$ cat config.mk
export PLATFORM = sky130hd
export DESIGN_NAME = sync_serial_sub8
export DESIGN_NICKNAME = d
export VERILOG_FILES = /design/src/rtl/sync_serial_sub8_pkg.sv /design/src/rtl/sync_serial_sub8_full_sub1.sv /design/src/rtl/sync_serial_sub8.sv
export SDC_FILE = /design/constraint.sdc
export NUM_CORES = 1
export LEC_CHECK = 0
export BUFFER_PORTS_ARGS = -buffer_cell sky130_fd_sc_hd__clkbuf_2
export CORE_ASPECT_RATIO = 1.25
export CORE_UTILIZATION = 56
export DETAILED_ROUTE_END_ITERATION = 7
export PLACE_DENSITY = 0.8
export SLEW_MARGIN = 20
export SYNTH_ARGS = -nofsm -noshare
export SYNTH_HDL_FRONTEND = slang
export SYNTH_SLANG_ARGS = --single-unit
$ cat constraint.sdc
create_clock -name clk -period 4.1 [get_ports clk]
set_input_delay 0.615 -clock clk [delete_from_list [all_inputs] [get_ports clk]]
set_output_delay 0.615 -clock clk [all_outputs]
set_load 0.01 [all_outputs]
$ cat src/rtl/sync_serial_sub8_pkg.sv
// Shared definitions for the bit-serial subtractor: default width and FSM states.
package sync_serial_sub8_pkg;

    localparam int WIDTH_DEFAULT = 8;

    typedef enum logic {
        S_IDLE  = 1'b0,
        S_SHIFT = 1'b1
    } state_t;

endpackage

$ cat src/rtl/sync_serial_sub8_full_sub1.sv
// Combinational 1-bit full subtractor: d = a - b - bin, with borrow-out.
module full_sub1 (
    input  logic a_i,
    input  logic b_i,
    input  logic bin_i,
    output logic d_o,
    output logic bout_o
);

    assign d_o    = a_i ^ b_i ^ bin_i;
    assign bout_o = (~a_i & b_i) | (~(a_i ^ b_i) & bin_i);

endmodule

$ cat src/rtl/sync_serial_sub8.sv
// Bit-serial subtractor D = A - B - Bin, one bit per clock, LSB first.
// A start/done handshake brackets each operation; results hold until the next done.
import sync_serial_sub8_pkg::*;

module sync_serial_sub8 #(
    parameter int WIDTH = WIDTH_DEFAULT
) (
    input  logic             clk,
    input  logic             rst_n,
    input  logic             start,
    input  logic [WIDTH-1:0] A,
    input  logic [WIDTH-1:0] B,
    input  logic             Bin,
    output logic             busy,
    output logic             done,
    output logic [WIDTH-1:0] D,
    output logic             Bout,
    output logic             V
);

    localparam int CW = (WIDTH > 1) ? $clog2(WIDTH) : 1;
    localparam logic [CW-1:0] LAST = CW'(WIDTH - 1);

    state_t             state_q, state_d;
    logic [CW-1:0]      cnt_q, cnt_d;
    logic [WIDTH-1:0]   aSh_q, aSh_d;
    logic [WIDTH-1:0]   bSh_q, bSh_d;
    logic [WIDTH-2:0]   res_q, res_d;
    logic               br_q, br_d;
    logic [WIDTH-1:0]   diff_q, diff_d;
    logic               bout_q, bout_d;
    logic               ovf_q, ovf_d;
    logic               done_q, done_d;

    logic               bitD;
    logic               bitBout;
    logic [WIDTH-1:0]   shifted;

    full_sub1 u_bit (
        .a_i    (aSh_q[0]),
        .b_i    (bSh_q[0]),
        .bin_i  (br_q),
        .d_o    (bitD),
        .bout_o (bitBout)
    );

    // The result register is one bit short: the final bit goes straight into D.
    assign shifted = {bitD, res_q};

    always_comb begin
        state_d = state_q;
        cnt_d   = cnt_q;
        aSh_d   = aSh_q;
        bSh_d   = bSh_q;
        res_d   = res_q;
        br_d    = br_q;
        diff_d  = diff_q;
        bout_d  = bout_q;
        ovf_d   = ovf_q;
        done_d  = 1'b0;

        case (state_q)
            S_IDLE: begin
                if (start) begin
                    aSh_d   = A;
                    bSh_d   = B;
                    br_d    = Bin;
                    res_d   = '0;
                    cnt_d   = '0;
                    state_d = S_SHIFT;
                end
            end
            S_SHIFT: begin
                aSh_d = aSh_q >> 1;
                bSh_d = bSh_q >> 1;
                br_d  = bitBout;
                res_d = shifted[WIDTH-1:1];
                cnt_d = cnt_q + CW'(1);
                if (cnt_q == LAST) begin
                    // At the last bit the operand LSBs are the original sign bits.
                    diff_d  = shifted;
                    bout_d  = bitBout;
                    ovf_d   = (aSh_q[0] != bSh_q[0]) && (bitD != aSh_q[0]);
                    done_d  = 1'b1;
                    state_d = S_IDLE;
                end
            end
            default: state_d = S_IDLE;
        endcase
    end

    always_ff @(posedge clk or negedge rst_n) begin
        if (!rst_n) begin
            state_q <= S_IDLE;
            cnt_q   <= '0;
            aSh_q   <= '0;
            bSh_q   <= '0;
            res_q   <= '0;
            br_q    <= 1'b0;
            diff_q  <= '0;
            bout_q  <= 1'b0;
            ovf_q   <= 1'b0;
            done_q  <= 1'b0;
        end else begin
            state_q <= state_d;
            cnt_q   <= cnt_d;
            aSh_q   <= aSh_d;
            bSh_q   <= bSh_d;
            res_q   <= res_d;
            br_q    <= br_d;
            diff_q  <= diff_d;
            bout_q  <= bout_d;
            ovf_q   <= ovf_d;
            done_q  <= done_d;
        end
    end

    assign busy = (state_q == S_SHIFT);
    assign done = done_q;
    assign D    = diff_q;
    assign Bout = bout_q;
    assign V    = ovf_q;

endmodule

-- Yosys cells after proc, flatten, opt, wreduce, memory -nomap -nowiden
Cells that the tools add are included.
- bits in registers: 39
- output and inout port bits: 12
- $add $sub $neg: 1
- equal/unequal tests: 4
- muxes and demuxes: 15
- bitwise logic cells: 8
- reductions and logical operators: 2
- operators by type and width (kind ; count):
    8-bit one-hot mux with 2 select lines ; 2
    8-bit 2-to-1 mux ; 2
    7-bit one-hot mux with 2 select lines ; 1
    7-bit 2-to-1 mux ; 1
    3-bit one-hot mux with 2 select lines ; 1
    1-bit 2-to-1 mux ; 5
    1-bit one-hot mux with 2 select lines ; 2
    3-bit by 1-bit adder with 3-bit output (second input constant) ; 1
    3-bit == test (second input constant) ; 1
    3-bit 2-to-1 mux ; 1
    1-bit NOT ; 3
    1-bit AND ; 2
    1-bit inequality test ; 2
    2-bit inequality test (second input constant) ; 1
    2-bit AND reduction ; 1
    1-bit bitwise XOR ; 2
    1-bit logical AND ; 1
    1-bit OR ; 1

-- Depth between registers and ports, before layout
- depth after elaboration: 5
- gate-level depth with buffers: 5
- gate-level depth less buffers: 4

-- By module
Synthesis repeated with hierarchy kept, for this count alone.
- cell total of the unflattened synthesis: 143
- area, all modules: 1699.1 µm²
- by module, submodules not included (module ; instances ; cells an instance ; area each (µm²) ; sequential area each (µm²)):
    sync_serial_sub8 ; 1 ; 139 ; 1667.8 ; 975.9
    full_sub1 ; 1 ; 4 ; 31.3 ; 0.0

-- Worst setup path before layout
Ideal clock, no wire load.
- path kind: reg-to-reg
- from: register cnt_q[0]
- to: register diff_q[1], in the netlist D[1]
- library setup time: 0.125 ns
- data arrival time: 1.334 ns
- setup slack: 2.641 ns
- stages on the path, launching flop included: 6
- path buffers: 1
- clock period less this slack: 1.459 ns
- path through: dfrtp_1 > ha_1 > ha_1 > nand2_1 > buf_4 > mux2_4
- word-level cells in the longest chain between the ends: 2
- ends and longest elaborated chain (what ; line ; RTL):
    start, declared ; sync_serial_sub8.sv:25 ; logic [CW-1:0] cnt_q, cnt_d;
    start signal, assigned ; sync_serial_sub8.sv:106 ; cnt_q <= cnt_d;
    3-bit == test ; sync_serial_sub8.sv:79 ; if (cnt_q == LAST) begin
    2-bit AND reduction (no source line) ; - ;
    end signal, assigned ; sync_serial_sub8.sv:111 ; diff_q <= diff_d;
    end, declared ; sync_serial_sub8.sv:30 ; logic [WIDTH-1:0] diff_q, diff_d;
Every way passes these cells.
A chain may end at the register's enable or synchronous reset.

-- Worst setup path in the final report
- from: register state_q, in the netlist busy
- to: output port busy
- RTL lines (what ; line ; RTL):
    start, declared ; sync_serial_sub8.sv:24 ; state_t state_q, state_d;
    start signal, assigned ; sync_serial_sub8.sv:105 ; state_q <= state_d;
    end, declared ; sync_serial_sub8.sv:14 ; output logic busy,
No word-level cell between the ends.

==> impl_metrics.yaml <==
setup_path:
  crit_type: "register to primary output"
  slowest_delay_ns: 0.76
  crit_chain: "buf_4 -> clkbuf_2"
  slowest_stage: "dfrtp_1"
  end_kind: "primary output"
  cp.arrival_ns: 1.68
  path_max_fanout: 30
  cp.required_ns: 3.48
  cp-start-kind: "register"
clock_network:
  clk_latency_ns: 0.35
  cts_max_level: 2
  ctsResizeCount: 0
  holdBufCountCts: 0
  clockRootBuffer: "clkbuf_4"
  cts_buffers: 5
  clock_sink_count: 39
  post_cts_buffers: 0
  cts_tree: "done"
  clockBufferDepth: 2
  clk_pin_slew_ns: 0.11
yosys:
  synth-seq-cells: 39
  dominantRegCellSynth: "dfrtp_1"
  syn_avg_cell_area_um2: 12.0
  synth-seq-area-share_pct: 56.6
  syn_area_mm2: 0.00173
  async_flop_share_pct: 100
  synth_cell_types: 20
  synth_nets: 168
  synth_edf_count: 0
  syn_inst: 144
  yosys_warnings: 0
floorplanning:
  rows: 22
  ios: 32
  core_area_mm2: 0.00295
  dieHeight_um: 64.1
  die_area_mm2: 0.00331
  die_w_um: 51.6
  start_util_pct: 58.6
timing:
  setup_viol: 0
  maxSlewHeadroom_pct: 37.6
  rsz0062_at_grt: "no"
  fmax_ghz: 0.436
  worst_pin_slew_ns: 0.937
  final_max_slew_viol_count: 0
  period_needed_ns: 2.29
  fin_ws_ns: 1.81
  hold_violations: 0
  whs_ns: 0.381
  fin_worst_skew_ns: 0.00849
  final.setup.tns_ns: 0
  period_share_pct: 55.9
power_and_ir_drop:
  powerDensity_mw_per_mm2: 711
  ir_drop_uv: 426
  pwr-share-seq_pct: 48.7
  p_comb_share_pct: 35.2
  p_leak_nw: 1.03
  pwr-share-clk_pct: 16.1
  power.switching_mw: 0.477
  p_int_mw: 0.906
  totalPowerFinal_mw: 1.38
  switching_share_pct: 34.5
finish:
  final_util_pct: 66.0
  areaGrowthSynthToFinish_pct: 12.7
  antenna_cells: 0
  nets: 198
  fillers: 233
  final_common_cell: "dfrtp_1"
  layout_common_cells: "39 x dfrtp_1, 31 x clkbuf_2, 21 x nand2_1, 21 x mux2i_1, 16 x o21ai_0"
  drive_above_1_share_pct: 26.9
place:
  io_buffers: 31
  dp_hpwl_um: 2040
  place_congestion: 0.718
  dp_slack_ns: 2.19
route:
  drt_iter0_markers: 19
  routed_via_density: 5.27
  drt-total-wl_um: 2880
  wl_met2_um: 1470
  highest_layer: "met4"
  wl_met1_um: 1210
  drc: 0
  drt-pass1-iter-count: 4
  met3_length_um: 125
  num_vias: 1113
  wl_per_cell_um: 13.7
  drtAntennaViolNets: 0
global_routing:
  grt_pass1_wl_um: 5050
  grt-ovfl-total: 0
  gr-usage-all-layers_pct: 21.5
  grt_max_degree: 40
  grt_pass1_vias: 1158
  antenna_found_initial: 0
job:
  max_cap_violations: 0
outcome:
  status: "completed"
min_path:
  hold_class: "input pin to async pin"
## final cells by class
class                           instances  area, µm²  share of cell area, %
Sequential cell                        39        976                   50.2
Multi-Input combinational cell         90        669                   34.4
Timing Repair Buffer                   32        163                   8.37
Clock buffer                            8       68.8                   3.54
Tap cell                               36       45.0                   2.32
Inverter                                6       22.5                   1.16
## power groups by stage
stage | Combinational (mW) | Clock, mW | Sequential (mW)
after floorplan | 0.376 | 0 | 0.658
after global placement | 0.469 | 0 | 0.670
after detailed placement | 0.495 | 0 | 0.684
after CTS | 0.497 | 0.230 | 0.677
after global routing | 0.558 | 0.245 | 0.700
final | 0.487 | 0.223 | 0.674
## cells by family after synthesis
| kind of cell | count (synthesis) | share of synthesized area [%] |
|---|---|---|
| xor+xnor | 1 | 0.508 |
| buf+inv | 15 | 4.64 |
| flops | 39 | 56.6 |
| fa+ha+maj | 4 | 3.34 |
| simple gates | 32 | 8.19 |
| compound gates | 24 | 7.83 |
| mux | 29 | 18.9 |
## layer usage
metal	track usage [%]	up-vias
li1	-	545
met1	23.6	529
met2	36.0	31
met3	5.48	8
met4	13.5	0
met5	0	-
## critical path: cells and delay by family, from the launching register on
kind	cells	cell delay, ns
flip-flops	1	0.76
buffers and inverters	2	0.56
## sequential cells by signal (all words and copies together), names as in the netlist
signal and count:
V 1, busy 1, bSh_q 8, D 8
res_q 7, cnt_q 3, Bout 1, aSh_q 8
br_q 1, done 1
## synthesized netlist by cell type, types with 3 or more instances
cell type | count | area (µm²)
nor2_1 | 3 | 11.3
o21ai_1 | 4 | 20.0
mux2i_1 | 21 | 210
buf_2 | 4 | 20.0
inv_1 | 6 | 22.5
a22o_1 | 3 | 26.3
ha_1 | 3 | 37.5
o21ai_0 | 16 | 80.1
dfrtp_1 | 39 | 976
nand2_1 | 21 | 78.8
mux2_4 | 7 | 105
buf_4 | 3 | 22.5
nand2b_1 | 7 | 43.8
## per-stage QoR
step	cells	cell area, µm²
2_1_floorplan	144	1730
3_3_place_gp	203	1880
5_1_grt	211	1940
6_report	211	1940
4_1_cts	211	1940
3_5_place_dp	203	1880
## final timing paths
check,endpoint,start,slack [ns],cells past startpoint
worst max-delay path,busy,busy,1.81,2
worst min-delay path,done,rst_n,0.38,1
worst max register to register,D[6],busy,2.26,2
worst min register to register,cnt_q[0],cnt_q[0],0.50,1
max in group asynchronous,cnt_q[2],rst_n,3.13,1
min in group clk,cnt_q[0],cnt_q[0],0.50,1
Note: power is estimated with default switching activity, not from simulation.
